**src/rtl/clk_enable_pkg.sv**
```systemverilog
// Shared defaults and types for the clock-enable bank and its channels.
package clk_enable_pkg;

    localparam int CNT_W_DEF       = 17;
    localparam int DEFAULT_DIV_DEF = 100000;

    typedef struct packed {
        logic [CNT_W_DEF-1:0] div;
        logic                 oneshot;
    } ch_cfg_t;

    typedef enum logic {
        CH_RUN  = 1'b0,
        CH_HALT = 1'b1
    } ch_state_t;

endpackage

```
**src/rtl/clk_enable_ch.sv**
```systemverilog
// One tick channel: counter, active and shadow divisor/mode, and the RUN/HALT one-shot FSM.
module clk_enable_ch
    import clk_enable_pkg::*;
#(
    parameter int CNT_W       = CNT_W_DEF,
    parameter int DEFAULT_DIV = DEFAULT_DIV_DEF
) (
    input  logic             clk,
    input  logic             reset,
    input  logic             en_i,
    input  logic             wr_i,
    input  logic [CNT_W-1:0] cfg_div_i,
    input  logic             cfg_oneshot_i,
    output logic             tick_o,
    output logic             pending_o,
    output logic             halted_o
);

    ch_state_t        state_q;
    logic [CNT_W-1:0] count_q;
    logic [CNT_W-1:0] count_d;
    logic [CNT_W-1:0] div_q;
    logic             oneshot_q;
    logic [CNT_W-1:0] sh_div_q;
    logic             sh_oneshot_q;
    logic             pending_q;
    logic             tick_q;

    logic             running;
    logic [CNT_W-1:0] last_cnt;
    logic             wrap;

    // Divisors 0 and 1 both mean "wrap on every running cycle".
    always_comb begin
        running  = en_i && (state_q == CH_RUN);
        last_cnt = (div_q > CNT_W'(1)) ? (div_q - CNT_W'(1)) : '0;
        wrap     = running && (count_q == last_cnt);
        count_d  = count_q + CNT_W'(1);
    end

    always_ff @(posedge clk) begin
        if (reset) begin
            state_q   <= CH_RUN;
            count_q   <= '0;
            div_q     <= CNT_W'(DEFAULT_DIV);
            oneshot_q <= 1'b0;
            pending_q <= 1'b0;
            tick_q    <= 1'b0;
        end else begin
            if (wr_i) begin
                sh_div_q     <= cfg_div_i;
                sh_oneshot_q <= cfg_oneshot_i;
            end
            if (!running) begin
                count_q <= '0;
                tick_q  <= 1'b0;
                if (wr_i) begin
                    div_q     <= cfg_div_i;
                    oneshot_q <= cfg_oneshot_i;
                    state_q   <= CH_RUN;
                end
            end else if (wrap) begin
                // The finished period used the old divisor; a new config takes over from here.
                count_q <= '0;
                tick_q  <= 1'b1;
                state_q <= oneshot_q ? CH_HALT : CH_RUN;
                if (wr_i) begin
                    div_q     <= cfg_div_i;
                    oneshot_q <= cfg_oneshot_i;
                    state_q   <= CH_RUN;
                end else if (pending_q) begin
                    div_q     <= sh_div_q;
                    oneshot_q <= sh_oneshot_q;
                    pending_q <= 1'b0;
                    state_q   <= CH_RUN;
                end
            end else begin
                count_q <= count_d;
                tick_q  <= 1'b0;
                if (wr_i) begin
                    pending_q <= 1'b1;
                end
            end
        end
    end

    assign tick_o    = tick_q;
    assign pending_o = pending_q;
    assign halted_o  = (state_q == CH_HALT);

endmodule

```
**src/rtl/clk_enable_bank.sv**
```systemverilog
// Bank of NUM_CH programmable tick generators sharing one valid/ready config port.
module clk_enable_bank
    import clk_enable_pkg::*;
#(
    parameter int  NUM_CH      = 4,
    parameter int  CNT_W       = CNT_W_DEF,
    parameter int  DEFAULT_DIV = DEFAULT_DIV_DEF,
    localparam int CH_W        = (NUM_CH > 1) ? $clog2(NUM_CH) : 1
) (
    input  logic              clk,
    input  logic              reset,
    input  logic [NUM_CH-1:0] en,
    input  logic              cfg_valid,
    output logic              cfg_ready,
    input  logic [CH_W-1:0]   cfg_ch,
    input  logic [CNT_W-1:0]  cfg_div,
    input  logic              cfg_oneshot,
    output logic [NUM_CH-1:0] tick,
    output logic [NUM_CH-1:0] pending,
    output logic [NUM_CH-1:0] halted
);

    logic sel_pending;
    logic accept;

    // Out-of-range channel numbers find no pending bit, so they are accepted and dropped.
    always_comb begin
        sel_pending = 1'b0;
        for (int i = 0; i < NUM_CH; i++) begin
            if (cfg_ch == CH_W'(i)) begin
                sel_pending = pending[i];
            end
        end
    end

    assign cfg_ready = !sel_pending && !reset;
    assign accept    = cfg_valid && cfg_ready;

    for (genvar g = 0; g < NUM_CH; g++) begin : g_ch
        logic wr;
        assign wr = accept && (cfg_ch == CH_W'(g));

        clk_enable_ch #(
            .CNT_W       (CNT_W),
            .DEFAULT_DIV (DEFAULT_DIV)
        ) u_ch (
            .clk           (clk),
            .reset         (reset),
            .en_i          (en[g]),
            .wr_i          (wr),
            .cfg_div_i     (cfg_div),
            .cfg_oneshot_i (cfg_oneshot),
            .tick_o        (tick[g]),
            .pending_o     (pending[g]),
            .halted_o      (halted[g])
        );
    end

endmodule

```
**config.mk**
```make
export PLATFORM = sky130hd
export DESIGN_NAME = clk_enable_bank
export DESIGN_NICKNAME = d
export VERILOG_FILES = /design/src/rtl/clk_enable_pkg.sv /design/src/rtl/clk_enable_ch.sv /design/src/rtl/clk_enable_bank.sv
export SDC_FILE = /design/constraint.sdc
export NUM_CORES = 1
export LEC_CHECK = 0
export ABC_AREA = 1
export ABC_CLOCK_PERIOD_IN_PS = 2800
export BUFFER_PORTS_ARGS = -buffer_cell sky130_fd_sc_hd__buf_4
export CAP_MARGIN = 20
export CORE_MARGIN = 2
export CORE_UTILIZATION = 45
export DETAILED_ROUTE_END_ITERATION = 10
export PLACE_DENSITY = 0.72
export SETUP_SLACK_MARGIN = 0.02
export SYNTH_ARGS = -nofsm -noshare
export SYNTH_HDL_FRONTEND = slang
export SYNTH_HIERARCHICAL = 1
export SYNTH_SLANG_ARGS = --single-unit
```
**constraint.sdc**
```tcl
create_clock -name clk -period 2.8 [get_ports clk]
set_clock_uncertainty 0.05 [all_clocks]
set_input_delay 0.56 -clock clk [delete_from_list [all_inputs] [get_ports clk]]
set_output_delay 0.56 -clock clk [all_outputs]
set_load 0.03 [all_outputs]
```
==> results.yml <==
setup_path:
  critPathBufInv: 2
  crit_start: "g_ch[0].u_ch/div_q[1]$_SDFFE_PP0P_"
  slowest_stage: "dfxtp_1"
  cp_common_cell: "nand2_1"
  critPathKind: "reg2reg"
  max_stage_delay_ps: 310
  r2r_start: "g_ch[0].u_ch/div_q[1]$_SDFFE_PP0P_"
  cp.arrival_ps: 2940
  crit_path_end_kind: "flop"
  required_ps: 3210
  start_kind: "flop"
  crit_chain: "inv_1 -> ha_1 -> nand3_1 -> nor2_1 -> nand2_4 -> nand2_8 -> inv_2 -> nand2_1 -> nand2_1 -> nand2_1 -> nand2_1 -> nor2_2 -> nand4_4 -> nand2_4 -> nand2_8 -> nand2_1 -> nand2_1 -> nor2_1"
  critical_path.top_delay_family: "simple AND/OR/NAND/NOR gates"
  path_max_fanout: 30
power:
  p_per_area_nw_per_um2: 510
  clkPwrFrac_pct: 49.7
  p_int_mw: 5.94
  sw_frac_of_total_pct: 21.9
  p_sw_mw: 1.66
  combPwrFrac_pct: 5.6
  finalPower_mw: 7.60
  peakVddDrop_uv: 457
  leakage_nw: 6.56
  seq_power_share_pct: 44.8
cells_and_area:
  final_common_cell: "nand2_1"
  final_cell_mix: "nand2_1, nor2_1, inv_1"
  antenna-diode-count: 0
  nNetsFinal: 1891
  instances_no_fill: 2256
  utilization_pct: 52.2
  n_fill_cell: 2745
  area_growth_pct: 15.1
  multi_input_area_um2: 6850
  regArea_um2: 5200
  drive_gt1_share_pct: 16.1
yosys:
  synth_mux_area_share_pct: 6.26
  synth_compound_area_share_pct: 3.15
  synthSimpleGateAreaFrac_pct: 38.8
  yosysWarnings: 6
  synth_cell_types: 35
  synth_area_per_cell_um2: 7.25
  synth.top_cell.area_share_pct: 23.5
  yosysSeqAreaShare_pct: 40.2
  synth_top_family_by_area: "simple AND/OR/NAND/NOR gates"
  synthesis.area_um2: 12900
  syn_nets: 1824
  synthAdderAreaFrac_pct: 1.16
  yosys_register_bits: 224
  synth_top_area_cell: "dfxtp_1"
  synth_cells: 1785
  synth_xor_area_share_pct: 2.30
  synth_area_leaders: "dfxtp_1, edfxtp_1, nand2_1"
status:
  outcome: "complete, no violations"
clocking:
  cts.clk_slew.worst_paths_ps: 60
  cts_buffers: 26
  clock_path_buffers: 3
  clock-root-buffer: "clkbuf_16"
  cts_tree: "done"
  htree_levels: 1
  clock_latency_ps: 560
  ctsHoldBuffers: 0
  clock-sinks: 224
global_route:
  grt-ovfl-total: 0
  met2_usage_pct: 34.4
  use_met1_pct: 25.8
  grt_max_degree: 31
  grtUsageTotal_pct: 19.8
  grt_util_met3_pct: 2.74
  antenna_found_initial: 0
  grt_pass1_vias: 10600
  grt.busiest_layer: "met2"
  grt_pass1_wl_um: 50200
routing:
  drt_iter0_drc: 702
  ant_nets: 0
  first_pass_iters: 5
  remaining_drc_errors: 0
  vias: 11300
  drt-wirelength-per-cell_um: 13.3
  viasPerCell: 5.02
  finalWirelength_um: 30000
place:
  placed_cells: 2192
  gp_congestion: 0.880
  dp_hpwl_um: 21500
  place_ws_ps: 119
  port_buffers: 39
floorplan:
  floorplan.initialDensity_pct: 45.3
  fp.dieH_um: 174
  core-area_um2: 28500
  fp-row-count: 62
  die-area_um2: 30100
  die_x_um: 174
  ios: 40
worst_hold_path:
  hold_path_class: "in2reg"
  hold_start: "cfg_div[16]"
sta:
  final_hold_viol_count: 0
  setup_violations: 0
  drv_slew: 0
  setup_slack_ps: 262
  whs_ps: 220
  grt_setup_unrepaired: "yes"
  timing.final.crit_share_pct: 90.6
  period_needed_ps: 2540
  maxSlewHeadroom_pct: 64.9
  fmax_ghz: 0.394
  tightest_slew_ps: 525
flow_run:
  cap_violations: 0
==> metrics by stage <==
step	area, um2	TNS (ps)
after global routing	14900	-10.6
after global placement	13600	0
after CTS	14600	0
after floorplan	12900	0
final	14900	0
after detailed placement	13600	0
==> area by class of cell <==
| type | instances | share of cell area (%) |
|---|---|---|
| clock buffers | 38 | 5.20 |
| repair buffers | 75 | 3.95 |
| multi-input cells | 1314 | 46.0 |
| flip-flops and latches | 224 | 34.9 |
| well taps | 384 | 3.22 |
| inverters | 211 | 5.35 |
| clock inverters | 10 | 1.39 |
==> registers in the layout, summed over array words and instances, names as in the netlist <==
signal,cells
g_ch.u_ch/div_q,68
g_ch.u_ch/sh_oneshot_q,4
g_ch.u_ch/sh_div_q,68
g_ch.u_ch/halted_o,4
g_ch.u_ch/pending_o,4
g_ch.u_ch/count_q,68
g_ch.u_ch/oneshot_q,4
g_ch.u_ch/tick_o,4
==> power by group through the flow <==
stage,Clock (mW),Combinational (mW),Sequential (mW)
floorplan,0,0.256,3.47
global placement,0,0.400,3.47
detailed placement,0,0.405,3.47
CTS,3.83,0.409,3.40
global route,3.96,0.464,3.40
finish,3.77,0.424,3.40
==> worst register-to-register path, stage by stage, from the launching register on <==
cell and delay [ps]:
dfxtp_1 310, inv_1 100, ha_1 170, nand3_1 80, nor2_1 180, nand2_4 150, nand2_8 140, inv_2 120
nand2_1 80, nand2_1 40, nand2_1 60, nand2_1 60, nor2_2 190, nand4_4 170, nand2_4 160, nand2_8 140
nand2_1 100, nand2_1 50, nor2_1 130
==> cell usage after synthesis (all sizes together) <==
cell    count
a21o        1
a21oi      24
a31oi       4
buf        30
clkbuf      6
dfxtp     152
edfxtp     72
ha         12
inv       211
mux2       72
nand2     524
nand3     167
nand4      29
nor2      338
nor3       32
nor3b      17
nor4        9
o21ai      45
o21bai      1
o31ai       3
or2         1
or3         1
xor2       34
==> final timing paths <==
check / endpoint / slack [ps] / depth (start not counted)
max reg2reg: g_ch[0].u_ch/div_q[4]$_SDFFE_PP0P_ / 260 / 18
max: g_ch[0].u_ch/div_q[4]$_SDFFE_PP0P_ / 260 / 18
min reg2reg: g_ch[1].u_ch/count_q[0]$_SDFF_PP0_ / 410 / 1
min: g_ch[2].u_ch/sh_div_q[16]$_DFFE_PP_ / 220 / 1
==> logic make-up (layout without fill, tap and decap cells) <==
group,Yosys count,count (layout)
buffers and inverters,247,334
DFF,224,224
xor gates and xnor gates,34,34
and+or+nand+nor,1118,1118
AOI/OAI and AO/OA,78,78
adders and majority gates,12,12
muxes,72,72
==> per-layer routing <==
| metal | vias up | share of wire (%) |
|---|---|---|
| li1 | 5854 | - |
| met3 | 49 | 4.3 |
| met1 | 5186 | 46 |
| met2 | 229 | 47 |
| met4 | 0 | 2.3 |
| met5 | - | 0 |
==> timing repair <==
| item | CTS | global route |
|---|---|---|
| endpoints found under the hold margin | 0 | 0 |
| gates resized for setup | 0 | 33 |
| buffers inserted | 0 | 16 |
| endpoints found under the setup margin | 0 | 126 |
(Power assumes the default switching activity.)
